===== config.mk =====
export PLATFORM = sky130hd
export DESIGN_NAME = snn_neuron_scheduler
export DESIGN_NICKNAME = d
export VERILOG_FILES = /design/src/rtl/snn_neuron_scheduler.sv
export SDC_FILE = /design/constraint.sdc
export NUM_CORES = 1
export LEC_CHECK = 0
export CAP_MARGIN = 15
export CORE_MARGIN = 1
export CORE_UTILIZATION = 40
export CTS_CLUSTER_SIZE = 12
export DETAILED_ROUTE_END_ITERATION = 10
export SKIP_CTS_REPAIR_TIMING = 1
export SYNTH_ARGS = -nofsm -noshare
export SYNTH_HDL_FRONTEND = slang
export SYNTH_SLANG_ARGS = --single-unit

===== constraint.sdc =====
create_clock -name clk -period 5.16 [get_ports clk]
set_input_delay 1.032 -clock clk [delete_from_list [all_inputs] [get_ports clk]]
set_output_delay 1.032 -clock clk [all_outputs]
set_load 0.01 [all_outputs]

===== src/rtl/snn_neuron_scheduler.sv =====
// rtl/snn_neuron_scheduler.sv - time-multiplexed leaky integrate-and-fire neuron scheduler (optional REFRACTORY_EN)
module snn_neuron_scheduler #(
  parameter int N_NEURONS     = 4,
  parameter int W             = 8,
  parameter int LEAK          = 1,
  parameter int REFRACT_STEPS = 2
) (
  input  logic                   clk,
  input  logic                   rst_n,
  input  logic                   step_valid,
  output logic                   step_ready,
  input  logic [N_NEURONS*W-1:0] in_current,
  input  logic [W-1:0]           threshold,
  output logic                   out_valid,
  input  logic                   out_ready,
  output logic [N_NEURONS-1:0]   spike_vec,
  output logic                   busy
);

  localparam int IDX_W = (N_NEURONS > 1) ? $clog2(N_NEURONS) : 1;
  localparam logic [IDX_W-1:0] LAST_IDX = IDX_W'(N_NEURONS - 1);
  localparam logic [W:0] MAX_V  = {1'b0, {W{1'b1}}};
  localparam logic [W:0] LEAK_V = (W+1)'(LEAK);

  typedef enum logic [1:0] {S_IDLE, S_UPDATE, S_EMIT} state_t;

  state_t               state, state_nxt;
  logic [IDX_W-1:0]     idx;
  logic [W-1:0]         mem [N_NEURONS];
  logic [W-1:0]         cur [N_NEURONS];
  logic [W-1:0]         thr_q;
  logic [N_NEURONS-1:0] spikes;

  logic                 accept;
  logic                 in_refract;
  logic [W:0]           sum_raw;
  logic [W:0]           sum_sat;
  logic                 fire;
  logic [W-1:0]         mem_nxt;

  assign accept    = step_valid && (state == S_IDLE);
  assign spike_vec = spikes;

  // State register
  always_ff @(posedge clk or negedge rst_n) begin
    if (!rst_n) state <= S_IDLE;
    else        state <= state_nxt;
  end

  // Next-state and handshake outputs
  always_comb begin
    state_nxt  = state;
    step_ready = 1'b0;
    out_valid  = 1'b0;
    busy       = 1'b1;
    case (state)
      S_IDLE: begin
        step_ready = 1'b1;
        busy       = 1'b0;
        if (step_valid) state_nxt = S_UPDATE;
      end
      S_UPDATE: begin
        if (idx == LAST_IDX) state_nxt = S_EMIT;
      end
      S_EMIT: begin
        out_valid = 1'b1;
        if (out_ready) state_nxt = S_IDLE;
      end
      default: state_nxt = S_IDLE;
    endcase
  end

`ifdef REFRACTORY_EN
  localparam int RC_W = ($clog2(REFRACT_STEPS + 1) > 0) ? $clog2(REFRACT_STEPS + 1) : 1;
  logic [RC_W-1:0] rcnt [N_NEURONS];

  assign in_refract = (rcnt[idx] != '0);

  // Refractory counters: load on fire, count down once per step while silent
  always_ff @(posedge clk or negedge rst_n) begin
    if (!rst_n) begin
      for (int i = 0; i < N_NEURONS; i++) rcnt[i] <= '0;
    end else if (state == S_UPDATE) begin
      if (in_refract)  rcnt[idx] <= rcnt[idx] - 1'b1;
      else if (fire)   rcnt[idx] <= RC_W'(REFRACT_STEPS);
    end
  end
`else
  assign in_refract = 1'b0;
`endif

  // Shared accumulate/leak/fire datapath for the neuron selected by idx
  always_comb begin
    sum_raw = {1'b0, mem[idx]} + {1'b0, cur[idx]};
    sum_sat = sum_raw[W] ? MAX_V : sum_raw;
    fire    = (sum_sat >= {1'b0, thr_q});
    mem_nxt = '0;
    if (!fire && (sum_sat > LEAK_V)) mem_nxt = W'(sum_sat - LEAK_V);
  end

  // Step capture, neuron index walk and membrane/spike write-back
  always_ff @(posedge clk or negedge rst_n) begin
    if (!rst_n) begin
      idx    <= '0;
      thr_q  <= '0;
      spikes <= '0;
      for (int i = 0; i < N_NEURONS; i++) begin
        mem[i] <= '0;
        cur[i] <= '0;
      end
    end else if (accept) begin
      idx    <= '0;
      spikes <= '0;
      thr_q  <= threshold;
      for (int i = 0; i < N_NEURONS; i++) cur[i] <= in_current[i*W +: W];
    end else if (state == S_UPDATE) begin
      idx <= (idx == LAST_IDX) ? '0 : idx + 1'b1;
      if (in_refract) begin
        mem[idx]    <= '0;
        spikes[idx] <= 1'b0;
      end else begin
        mem[idx]    <= mem_nxt;
        spikes[idx] <= fire;
      end
    end
  end

endmodule

==> results.toml, run 1 <==
[synth]
ys_async_sr_fraction_pct = 100
synthTopCellsByArea = "dfrtp_1 47%, mux2_2 9.0%, mux4_2 8.5%"
ys.flop_type = "dfrtp_1"
avgSynthCellArea_sq_um = 11.8
synth_area_sq_mm = 0.00424
ys_warn_count = 0
syn_inst = 358
synthesis.nets = 424
ys_ff_latch = 80
synth_area_leader_cell = "dfrtp_1"
ys_types = 57
yosysTopAreaCellShare_pct = 47.2
seq_area_frac_synth_pct = 47.2
synth_edf_count = 0

[cts]
cts_buffer_depth = 2
cts_tree = "yes"
clk_pin_slew_ns = 0.09
clk_latency_ns = 0.36
cts.sinks = 80
cts_root_buffer = "clkbuf_8"
cts_buffers = 9
htreeDepth = 3

[final_layout]
layout_common_cells = "80 x dfrtp_1, 50 x nand2_1, 49 x clkdlybuf4s50_1"
n_antenna_cell = 0
drive_above_1_share_pct = 20.9
layout_commonest_cell = "dfrtp_1"
nets = 472
area_growth_pct = 20.0

[grt]
grt_start_max_net_pins = 81
overflow = 0
grt_pass1_vias = 2883
antenna_found_initial = 0
grt_pass1_wl_mm = 14.9
grt_usage_pct = 17.5

[setup_path]
worstSetupPathType = "reg2reg"
startpoint_type = "flop"
crit_path_end_kind = "flop"
crit_required_ns = 5.42
cp.arrival_ns = 4.65
r2r_slack_ns = 0.77
crit_fanout = 28

[drt]
vias = 2871
wire_per_inst_microns = 16.2
route.detailed.drc = 0
drtIter0Drc = 203
wl_mm = 8.87
via_per_inst = 5.25
dr.pass1.iters = 4
ant_nets = 0

[floorplanning]
start_util_pct = 41.1
rows = 37
die_h_microns = 105
fp.dieArea_sq_mm = 0.0110
core_area_sq_mm = 0.0103
num_io_pins = 51
die_x_microns = 105

[sta]
rsz0062_at_grt = "no"
hold_viol = 0
clock.fmax_ghz = 0.228
fin_skew_ns = 0.00606
hold_ws_ns = 0.478
period_needed_ns = 4.39
report.final.setup_viol = 0
finalMaxSlewViolations = 0
period_share_pct = 85.0
tns_ns = 0
tightest_slew_ns = 1.02
slew_headroom_pct = 31.9

[worst_hold_path]
min_path_type = "reg2reg"

[flow_run]
max_cap_viol_count = 0

[run_status]
status = "finished clean"

[placed_design]
portBuffers = 50
dp_hpwl_mm = 6.18
gp_congestion = 0.801
-- through the flow --
step                      util (%)  instance area [sq um]  instances  setup slack, ns
after floorplan                  -                   4240        358            0.749
after CTS                     49.3                   5090        547            0.769
after global placement        47.0                   4850        531            0.893
after detailed placement      47.0                   4850        531            0.803
final                         49.3                   5090        547            0.774
after global routing          49.3                   5090        547            0.403
-- Yosys cell counts (2+ instances only) --
cell and instances:
a311oi_1 3, xor2_1 3, buf_8 2, xnor2_1 4, inv_1 17, nand3_1 2
o21ai_0 14, o21a_1 2, a31oi_1 2, o31ai_2 2, o21ai_1 3, ha_1 21
dfrtp_1 80, a21oi_1 14, a21o_1 2, nand2b_1 2, mux4_2 16, a22o_1 2
or3_1 2, o21bai_1 2, nand2_1 50, mux2_2 34, o31ai_1 26, clkbuf_1 7
nor3b_2 2, nor2_1 7, buf_1 7
-- state kept, by name, summed over array words and instances (netlist names) --
| signal | count |
|---|---|
| idx | 2 |
| mem | 32 |
| cur | 32 |
| thr_q | 8 |
| state | 2 |
| spike_vec | 4 |
-- final timing paths --
path | start | to | depth (start not counted)
min in group asynchronous | rst_n | thr_q[5] | 1
min | mem[7] | mem[7] | 2
min reg2reg | mem[7] | mem[7] | 2
max in group asynchronous | rst_n | cur[25] | 1
max reg2reg | idx[1] | mem[4] | 16
max | idx[1] | mem[4] | 16
-- per-layer routing --
layer | wire [microns] | global-route usage [%]
met4 | 79 | 4.23
met3 | 448 | 4.68
met5 | 0 | 0
met1 | 4210 | 24.4
met2 | 4130 | 27.2
-- cell families after synthesis --
| group | count (synthesis) | synth area share, % |
|---|---|---|
| DFF | 80 | 47.2 |
| xor gates and xnor gates | 7 | 1.45 |
| and+or+nand+nor | 79 | 8.94 |
| adders and majority gates | 23 | 6.93 |
| AOI/OAI and AO/OA | 83 | 14.2 |
| buffers and inverters | 36 | 3.78 |
| muxes | 50 | 17.5 |
-- critical path, cell delays in order, from the launching register on --
cell and delay [ns]:
dfrtp_1 0.63, buf_4 0.26, mux4_2 0.33, ha_1 0.38
a21oi_1 0.27, o21ai_1 0.20, nor2_1 0.29, o21a_1 0.22
inv_1 0.08, ha_1 0.31, a41oi_1 0.20, o21ai_0 0.11
a21oi_1 0.19, o31a_4 0.23, o31ai_4 0.07, buf_4 0.24
o31ai_1 0.27
-- layout make-up --
type	count	area (sq um)
Clock buffer	9	124
Clock inverter	7	109
Fill cell	896	5240
Inverter	18	67.6
Multi-Input combinational cell	242	2080
Sequential cell	80	2000
Tap cell	136	170
Timing Repair Buffer	55	536
Power of run 1 is left out: the tool's default activity adds up to more than one toggle a clock period on the data nets, which glitch-free logic cannot reach.
==> run 2, diff against run 1 <==
--- a/config.mk
+++ b/config.mk
@@ -10,6 +10,7 @@
 export CORE_UTILIZATION = 40
 export CTS_CLUSTER_SIZE = 12
 export DETAILED_ROUTE_END_ITERATION = 10
+export MAX_ROUTING_LAYER = met4
 export SKIP_CTS_REPAIR_TIMING = 1
 export SYNTH_ARGS = -nofsm -noshare
 export SYNTH_HDL_FRONTEND = slang
==> run 2 against run 1 <==
Net effect: worst setup slack is essentially flat; sequential share of layout area stayed put; flip-flop and latch count is the same; die area unchanged; first-iteration DRC count is 18% lower; worst hold slack hardly changed; utilization did not move; non-clock buffer count is the same; routed wire length decreased by 0.14%; maximum frequency barely moved; highest routed layer unchanged.
==> results.toml, run 2 (synthesized netlist as in run 1, its figures left out) <==
[setup_path]
setup.worst_path.start = "idx[1]"
crit_required_ns = 5.41
cp.arrival_ns = 4.64
cpLargestDelayFamily = "compound AO/OA/AOI/OAI gates"
worstPathCellList = "buf_4, mux4_2, ha_1, a21oi_1, o21ai_1, nor2_1, o21a_1, inv_1, ha_1, a41oi_1, o21ai_0, a21oi_1, o31a_4, o31ai_4, buf_4, o31ai_1"
crit_path_end_kind = "flop"
critPathMaxStageDelay_ns = 0.64
worstSetupPathType = "reg2reg"
startpoint_type = "flop"
cp_num_buf_inv = 3
slowest_stage = "dfrtp_1"
r2r_start = "idx[1]"
crit_fanout = 28

[sta]
rsz0062_at_grt = "no"
finalMaxSlewViolations = 0
period_needed_ns = 4.39
fin_skew_ns = 0.00606
hold_viol = 0
period_share_pct = 85.0
tns_ns = 0
report.final.setup_viol = 0
tightest_slew_ns = 1.03
clock.fmax_ghz = 0.228
slew_headroom_pct = 31.4

[floorplanning]
core_area_sq_mm = 0.0103
fp.dieArea_sq_mm = 0.0110
num_io_pins = 51
die_h_microns = 105
start_util_pct = 41.1
rows = 37
die_x_microns = 105

[cts]
cts.sinks = 80
cts_buffers = 9
cts_tree = "yes"
clk_pin_slew_ns = 0.09
clk_latency_ns = 0.36
htreeDepth = 3
cts_buffer_depth = 2
cts_root_buffer = "clkbuf_8"

[drt]
vias = 2889
wl_mm = 8.85
via_per_inst = 5.28
drtIter0Drc = 167
ant_nets = 0
wire_per_inst_microns = 16.2
dr.pass1.iters = 4
route.detailed.drc = 0

[final_layout]
area_growth_pct = 20.0
layout_common_cells = "80 x dfrtp_1, 50 x nand2_1, 49 x clkdlybuf4s50_1"
drive_above_1_share_pct = 20.9
layout_commonest_cell = "dfrtp_1"
final_core_util_pct = 49.3
reg.largest.list = "cur x32, mem x32, thr_q x8"
nets = 472
n_antenna_cell = 0
fillCellCount = 896

[placed_design]
portBuffers = 50
dp_hpwl_mm = 6.18
gp_congestion = 0.812

[grt]
overflow = 0
grt_pass1_vias = 2876
grt_usage_pct = 18.1
grt_pass1_wl_mm = 14.9
grt_start_max_net_pins = 81
antenna_found_initial = 0

[flow_run]
max_cap_viol_count = 0

[worst_hold_path]
min_path_type = "reg2reg"
holdCritStartpoint = "mem[7]"

[run_status]
status = "finished clean"
==> run 2: per-stage QoR <==
stage                     worst slack, ns  cells  cell area (sq um)  hold slack (ns)
final                               0.774    547               5090            0.478
after floorplan                     0.749    358               4240            0.443
after global routing                0.405    547               5090            0.499
after detailed placement            0.803    531               4850            0.461
after global placement              0.893    531               4850            0.454
after CTS                           0.769    547               5090            0.482
==> run 2: cell type report <==
cell class                 count  area (sq um)  area share, %
clock buffer                   9           124           2.43
sequential                    80          2000           39.4
inverter                      18          67.6           1.33
multi-input combinational    242          2080           40.9
clock inverter                 7           109           2.14
tap                          136           170           3.34
timing repair buffer          55           536           10.5
==> run 2: path summary, 6_finish.rpt <==
| path | endpoint | slack [ns] | depth (start not counted) |
|---|---|---|---|
| setup / recovery | mem[4] | 0.77 | 16 |
| hold / removal | mem[7] | 0.48 | 2 |
| setup reg to reg | mem[4] | 0.77 | 16 |
| hold reg to reg | mem[7] | 0.48 | 2 |
| max in group asynchronous | cur[25] | 3.68 | 1 |
| min in group asynchronous | thr_q[5] | 0.82 | 1 |
==> run 2: worst register-to-register path: stages, from the launching register on <==
cell     delay [ns]
dfrtp_1        0.64
buf_4          0.26
mux4_2         0.33
ha_1           0.38
a21oi_1        0.27
o21ai_1        0.21
nor2_1         0.29
o21a_1         0.22
inv_1          0.08
ha_1           0.31
a41oi_1        0.20
o21ai_0        0.11
a21oi_1        0.19
o31a_4         0.22
o31ai_4        0.07
buf_4          0.24
o31ai_1        0.28
==> run 2: metal layers <==
layer  wire length [microns]  track usage [%]
met5                       0                -
met4                      74             3.92
met3                     358             4.99
met2                    4160             27.2
met1                    4260             24.4
Power of run 2 is left out for the same reason.
